### src/rtl/debounce_pulse_if.sv
// rtl/debounce_pulse_if.sv - button-side signal bundle for debounce_pulse
// Purpose: groups the raw button inputs and the cleaned pulse/level outputs.
// Signals:
//   Button    - raw asynchronous button level, 1 = pressed
//   RepeatEn  - 1 = auto-repeat allowed while held
//   Enable    - one-cycle count pulse per accepted press and per repeat tick
//   Stable    - debounced button level
//   Repeating - high while auto-repeat is active
// Modports: master drives Button/RepeatEn, slave (the debouncer) drives the rest.
interface debounce_pulse_if;
    logic Button;
    logic RepeatEn;
    logic Enable;
    logic Stable;
    logic Repeating;

    modport master (
        output Button,
        output RepeatEn,
        input  Enable,
        input  Stable,
        input  Repeating
    );

    modport slave (
        input  Button,
        input  RepeatEn,
        output Enable,
        output Stable,
        output Repeating
    );
endinterface

### src/rtl/debounce_pulse.sv
// rtl/debounce_pulse.sv - push-button debouncer with single-cycle count pulse and auto-repeat
// Purpose: synchronises a raw button, debounces press and release, emits one
// Enable pulse per accepted press plus optional auto-repeat ticks while held.
// Ports:
//   Clock - system clock, rising edge
//   Reset - synchronous active-low reset
//   bus   - debounce_pulse_if.slave (Button, RepeatEn in; Enable, Stable, Repeating out)
module debounce_pulse #(
    parameter int DEBOUNCE_CYCLES = 16,
    parameter int HOLD_CYCLES     = 64,
    parameter int REPEAT_CYCLES   = 16,
    parameter int CNT_W           = 8
) (
    input  logic             Clock,
    input  logic             Reset,
    debounce_pulse_if.slave  bus
);

    localparam logic [CNT_W-1:0] DEB_LAST  = CNT_W'(DEBOUNCE_CYCLES - 1);
    localparam logic [CNT_W-1:0] HOLD_LAST = CNT_W'(HOLD_CYCLES - 1);
    localparam logic [CNT_W-1:0] REP_LAST  = CNT_W'(REPEAT_CYCLES - 1);
    localparam logic [CNT_W-1:0] ONE       = CNT_W'(1);

    typedef enum logic [2:0] {
        IDLE        = 3'd0,
        PRESS_CHK   = 3'd1,
        HELD        = 3'd2,
        REPEAT      = 3'd3,
        RELEASE_CHK = 3'd4
    } state_t;

    state_t           state;
    state_t           state_next;
    logic [CNT_W-1:0] timer;
    logic [CNT_W-1:0] timer_next;
    logic             s1;
    logic             s2;
    logic             enable_q;
    logic             stable_q;
    logic             repeating_q;
    logic             enable_next;
    logic             stable_next;
    logic             repeating_next;

    // State, timer, synchroniser and registered outputs.
    always_ff @(posedge Clock) begin
        if (!Reset) begin
            s1          <= 1'b0;
            s2          <= 1'b0;
            state       <= IDLE;
            timer       <= '0;
            enable_q    <= 1'b0;
            stable_q    <= 1'b0;
            repeating_q <= 1'b0;
        end else begin
            s1          <= bus.Button;
            s2          <= s1;
            state       <= state_next;
            timer       <= timer_next;
            enable_q    <= enable_next;
            stable_q    <= stable_next;
            repeating_q <= repeating_next;
        end
    end

    // Next state and timer. A change on s2 is tested before timer expiry so a
    // level change always wins over a pending pulse in the same cycle.
    always_comb begin
        state_next = state;
        timer_next = timer;
        case (state)
            IDLE: begin
                if (s2) begin
                    state_next = PRESS_CHK;
                    timer_next = '0;
                end
            end
            PRESS_CHK: begin
                if (!s2) begin
                    state_next = IDLE;
                    timer_next = '0;
                end else if (timer == DEB_LAST) begin
                    state_next = HELD;
                    timer_next = '0;
                end else begin
                    timer_next = timer + ONE;
                end
            end
            HELD: begin
                if (!s2) begin
                    state_next = RELEASE_CHK;
                    timer_next = '0;
                end else if (!bus.RepeatEn) begin
                    // Hold time only accumulates while repeat is allowed.
                    timer_next = '0;
                end else if (timer == HOLD_LAST) begin
                    state_next = REPEAT;
                    timer_next = '0;
                end else begin
                    timer_next = timer + ONE;
                end
            end
            REPEAT: begin
                if (!s2) begin
                    state_next = RELEASE_CHK;
                    timer_next = '0;
                end else if (!bus.RepeatEn) begin
                    state_next = HELD;
                    timer_next = '0;
                end else if (timer == REP_LAST) begin
                    timer_next = '0;
                end else begin
                    timer_next = timer + ONE;
                end
            end
            RELEASE_CHK: begin
                if (s2) begin
                    // Release bounce: back to HELD with a fresh hold timer.
                    state_next = HELD;
                    timer_next = '0;
                end else if (timer == DEB_LAST) begin
                    state_next = IDLE;
                    timer_next = '0;
                end else begin
                    timer_next = timer + ONE;
                end
            end
            default: begin
                state_next = IDLE;
                timer_next = '0;
            end
        endcase
    end

    // Output values loaded into the output registers on the coming edge.
    always_comb begin
        enable_next    = 1'b0;
        stable_next    = 1'b0;
        repeating_next = 1'b0;
        case (state)
            PRESS_CHK: enable_next = s2 && (timer == DEB_LAST);
            HELD:      enable_next = s2 && bus.RepeatEn && (timer == HOLD_LAST);
            REPEAT:    enable_next = s2 && bus.RepeatEn && (timer == REP_LAST);
            default:   enable_next = 1'b0;
        endcase
        stable_next    = (state_next == HELD) || (state_next == REPEAT) ||
                         (state_next == RELEASE_CHK);
        repeating_next = (state_next == REPEAT);
    end

    assign bus.Enable    = enable_q;
    assign bus.Stable    = stable_q;
    assign bus.Repeating = repeating_q;

endmodule
### src/flat_wrapper.sv
// flat-port wrapper written by rule: the top's interface ports become plain ports
module debounce_pulse_flat 
#(
    parameter int DEBOUNCE_CYCLES = 16,
    parameter int HOLD_CYCLES     = 64,
    parameter int REPEAT_CYCLES   = 16,
    parameter int CNT_W           = 8
)
  (Clock, Reset, bus_Button, bus_RepeatEn, bus_Enable, bus_Stable, bus_Repeating);
  debounce_pulse_if bus_i ();
  input  logic Clock;
  input  logic Reset;
  input wire logic [$bits(bus_i.Button)-1:0] bus_Button;
  input wire logic [$bits(bus_i.RepeatEn)-1:0] bus_RepeatEn;
  output wire logic [$bits(bus_i.Enable)-1:0] bus_Enable;
  output wire logic [$bits(bus_i.Stable)-1:0] bus_Stable;
  output wire logic [$bits(bus_i.Repeating)-1:0] bus_Repeating;
  assign bus_i.Button = bus_Button;
  assign bus_i.RepeatEn = bus_RepeatEn;
  assign bus_Enable = bus_i.Enable;
  assign bus_Stable = bus_i.Stable;
  assign bus_Repeating = bus_i.Repeating;
  debounce_pulse #(.DEBOUNCE_CYCLES(DEBOUNCE_CYCLES), .HOLD_CYCLES(HOLD_CYCLES), .REPEAT_CYCLES(REPEAT_CYCLES), .CNT_W(CNT_W)) u_core (.Clock(Clock), .Reset(Reset), .bus(bus_i));
endmodule
### config.mk
export PLATFORM = sky130hd
export DESIGN_NAME = debounce_pulse_flat
export DESIGN_NICKNAME = d
export VERILOG_FILES = /design/src/rtl/debounce_pulse_if.sv /design/src/rtl/debounce_pulse.sv /design/src/flat_wrapper.sv
export SDC_FILE = /design/constraint.sdc
export NUM_CORES = 1
export LEC_CHECK = 0
export ABC_CLOCK_PERIOD_IN_PS = 1600
export CORE_AREA = 2 2 46 48
export CTS_CLUSTER_SIZE = 8
export DETAILED_ROUTE_END_ITERATION = 12
export DIE_AREA = 0 0 48 50
export GPL_ROUTABILITY_DRIVEN = 0
export HOLD_SLACK_MARGIN = 0.02
export PLACE_DENSITY = 0.8
export SLEW_MARGIN = 15
export SYNTH_ARGS = -nofsm -noshare
export SYNTH_HDL_FRONTEND = slang
export SYNTH_SLANG_ARGS = --single-unit
### constraint.sdc
create_clock -name Clock -period 1.6 [get_ports Clock]
set_input_delay 0.32 -clock Clock [delete_from_list [all_inputs] [get_ports Clock]]
set_output_delay 0.32 -clock Clock [all_outputs]
set_load 0.1 [all_outputs]
==> summary.txt <==
Cells and area
  • Synth-to-Final Area Change: 31.21%
  • Filler instances: between 150 and 200
  • Antenna cells: 0
  • Fin area: ~1200 sq um
  • Finished Core Util: 60.86%
  • Multi-input logic area: approximately 560 sq um
  • Share of cells above drive strength 1: between 20 and 30%
  • # nets final: 130
  • FF/Latch Area: around 320 sq um

Drt
  • DR vias/cell: around 5.4
  • Total wire length: around 2000 um
  • Met3 routed WL: about 64 um
  • Drt pass-1 iters: 4
  • Avg WL per Cell: 13.15 um
  • Initial DRC count: 19
  • Metal-1 WL: between 800 and 900 um
  • Top sig layer: met4
  • DRC: 0
  • Met2 wire len: 1043 um
  • Vias after detailed routing: roughly 820
  • Antenna viol nets, final: 0

Pwr
  • Leak: between 0.4 and 0.5 nW
  • Pwr/cell area: 619.5 nW/um^2
  • VDD IR-drop max: around 0.64 mV
  • Final Total Pwr: 0.0007169 W

Clock tree
  • H-tree levels: 1
  • Clock Pin Slew Worst Setup and Hold Paths: 90 ps
  • Clk_lat worst skew: a little under 300 ps
  • Hold-fix buffer count after cts: 0
  • Cts bufs inserted: 3
  • CTS tree: done
  • Sink Count: 16
  • CTS Buffer Depth: 2
  • CTS Root Cell: clkbuf_4

Synthesis
  • Async S/R FF share, synth: 0%
  • Cell accounting for the most synthesized area: dfxtp_1
  • Post-synth EDFFs: 0
  • Warnings, synthesis: 0
  • Count leader, synth: dfxtp_1
  • Post-synth top area share: 36.31%
  • Post-synthesis sequential area ratio: 36.31%
  • Mapped Nets: approximately 110
  • Post-Syn Area: 882.1 sq um
  • Post-Syn Instances: approximately 100
  • Top FF cell, synth: dfxtp_1
  • FF+latch count, synth: 16
  • Top post-synthesis cells by area: dfxtp_1, nand2_1, nor2_1, nand3_1, o21ai_0
  • Top post-synthesis cells by count: dfxtp_1, nand2_1, nor2_1
  • Distinct cells, synth: 36
  • Syn Area/Cell: approximately 8.5 sq um

Worst setup path
  • Kind of cell adding the most delay to the critical path: simple AND/OR/NAND/NOR gates
  • CP cell instances: ha_2, nand3_1, nand2b_2, o2bb2ai_4, a22oi_1, nor2b_1
  • WP data arrival: between 1500 and 2000 ps
  • Worst Path Buf+Inv: 0
  • Max FO, Critical Path: 8
  • CP Data Required Time: roughly 1800 ps
  • Critical Path Source: u_core.timer[1]
  • Critical Path End Type: flip-flop
  • Crit Path Class: reg -> reg
  • R2R Path Start: u_core.timer[1]
  • CP Launch Type: flip-flop
  • Slowest-stage cell, CP: dfxtp_2
  • Crit-path max cell delay: 370 ps

Die
  • Die H: ~50 um
  • Effective utilization at floorplan: 46.38%
  • Io pins: 7
  • Core ar.: 1902 sq um
  • Core Rows: 16
  • Full die area: approximately 2400 sq um
  • Die span in x: 48 um

Global route
  • First-pass GRT wire length: 3332 um
  • Largest net degree at the start of global routing: 14
  • GRT Util Overall: between 10% and 20%
  • Total grt overflow: 0
  • Antenna violations before repair: 0
  • Number of global-route vias before repair: 791

STA
  • Final Critical Period: about 1500 ps
  • Setup violators final: 0
  • Max-slew violations: 0
  • RSZ-0062 raised after global routing: yes
  • Worst slew pin tran: between 300 and 400 ps
  • Max Fclk: 654.7 MHz
  • Period utilisation layout: between 90% and 100%
  • Final hold viol count: 0
  • Post-Route Skew: 3.001 ps
  • Sum of negative setup slack: 0 ps
  • Setup WS post-layout: 72.69 ps
  • Slew HR: 75.00%

Placement
  • Pre-CTS setup slack: -293.7 ps
  • Placed instance area: between 1000 and 1500 sq um
  • HPWL after DPL: between 1500 and 2000 um
  • IO buf count: 6

Status
  • Status: completed

Min path
  • Hold WC Path Type: in -> reg
  • Hold_sp: bus_RepeatEn

Flow run
  • Maxcap violations: 0
==> where the power goes <==
part | total [W] | internal [W] | switching [W]
Sequential | 0.000404 | 0.000401 | 0.00000305
Combinational | 0.0000498 | 0.0000260 | 0.0000239
Clock | 0.000263 | 0.000139 | 0.000124
==> flip-flops by register name, indices dropped and copies added, names as in the netlist <==
name,flops
u_core.bus.Repeating,1
u_core.bus.Enable,1
u_core.state,3
u_core.s1,1
u_core.timer,8
u_core.s2,1
u_core.bus.Stable,1
==> path summary, 6_finish.rpt <==
path | end | slack [ps] | cells past startpoint
setup reg to reg | u_core.timer[1] | 70 | 6
hold reg to reg | u_core.s2 | 440 | 1
hold / removal | u_core.bus.Repeating | 440 | 4
setup / recovery | u_core.timer[1] | 70 | 6
==> area by class of cell <==
| class | count | share of cell area (%) |
|---|---|---|
| timing repair buffer | 19 | 16.43 |
| sequential | 16 | 28.00 |
| inverter | 3 | 0.9730 |
| clock buffer | 4 | 3.135 |
| tap | 27 | 2.919 |
| multi-input combinational | 82 | 48.54 |
==> metrics by stage <==
step / std cells / hold WS [ps]
6_report: 151 / 439.0
5_1_grt: 151 / 440.9
3_3_place_gp: 147 / 417.2
4_1_cts: 151 / 448.8
2_1_floorplan: 104 / 411.8
3_5_place_dp: 147 / 425.3
==> layer usage <==
metal | vias up | track usage (%)
met5 | - | 0
met4 | 0 | 5.405
met3 | 4 | 7.326
met2 | 13 | 31.56
met1 | 387 | 23.27
li1 | 414 | -
==> kinds of logic (layout without fill, tap and decap cells) <==
family                     count (synthesis)  in the layout  share of synthesized area (%)
AOI/OAI and AO/OA                         28             28                          25.39
and+or+nand+nor                           52             52                          33.05
buffers and inverters                      6             26                          2.695
muxes                                      1              1                          1.135
DFF                                       16             16                          36.31
adders and majority gates                  1              1                          1.418
==> tightest hold or removal path: stages <==
cell            delay, ps
dlymetal6s2s_1        130
nand2_1                90
buf_4                 100
nor3_1                 40
==> repair_timing <==
| item | 4_1_cts | 5_1_grt |
|---|---|---|
| setup endpoints to repair | 1 | 9 |
| gates resized for setup | 1 | 9 |
| pin swaps | 0 | 2 |
| buffers inserted | 0 | 0 |
==> cell usage in the layout (no fill, tap or decap), types with 3 or more instances in the layout <==
master and count:
dfxtp_1 13, nand3_1 6, a31oi_1 4, and2_1 3, buf_12 3, o21ai_0 6
buf_4 13, inv_1 3, dfxtp_2 3, nor2b_1 3, clkbuf_4 3, a21oi_1 3
nor2_1 10, nor3_1 3, nand2_1 14
(Power assumes the default switching activity.)
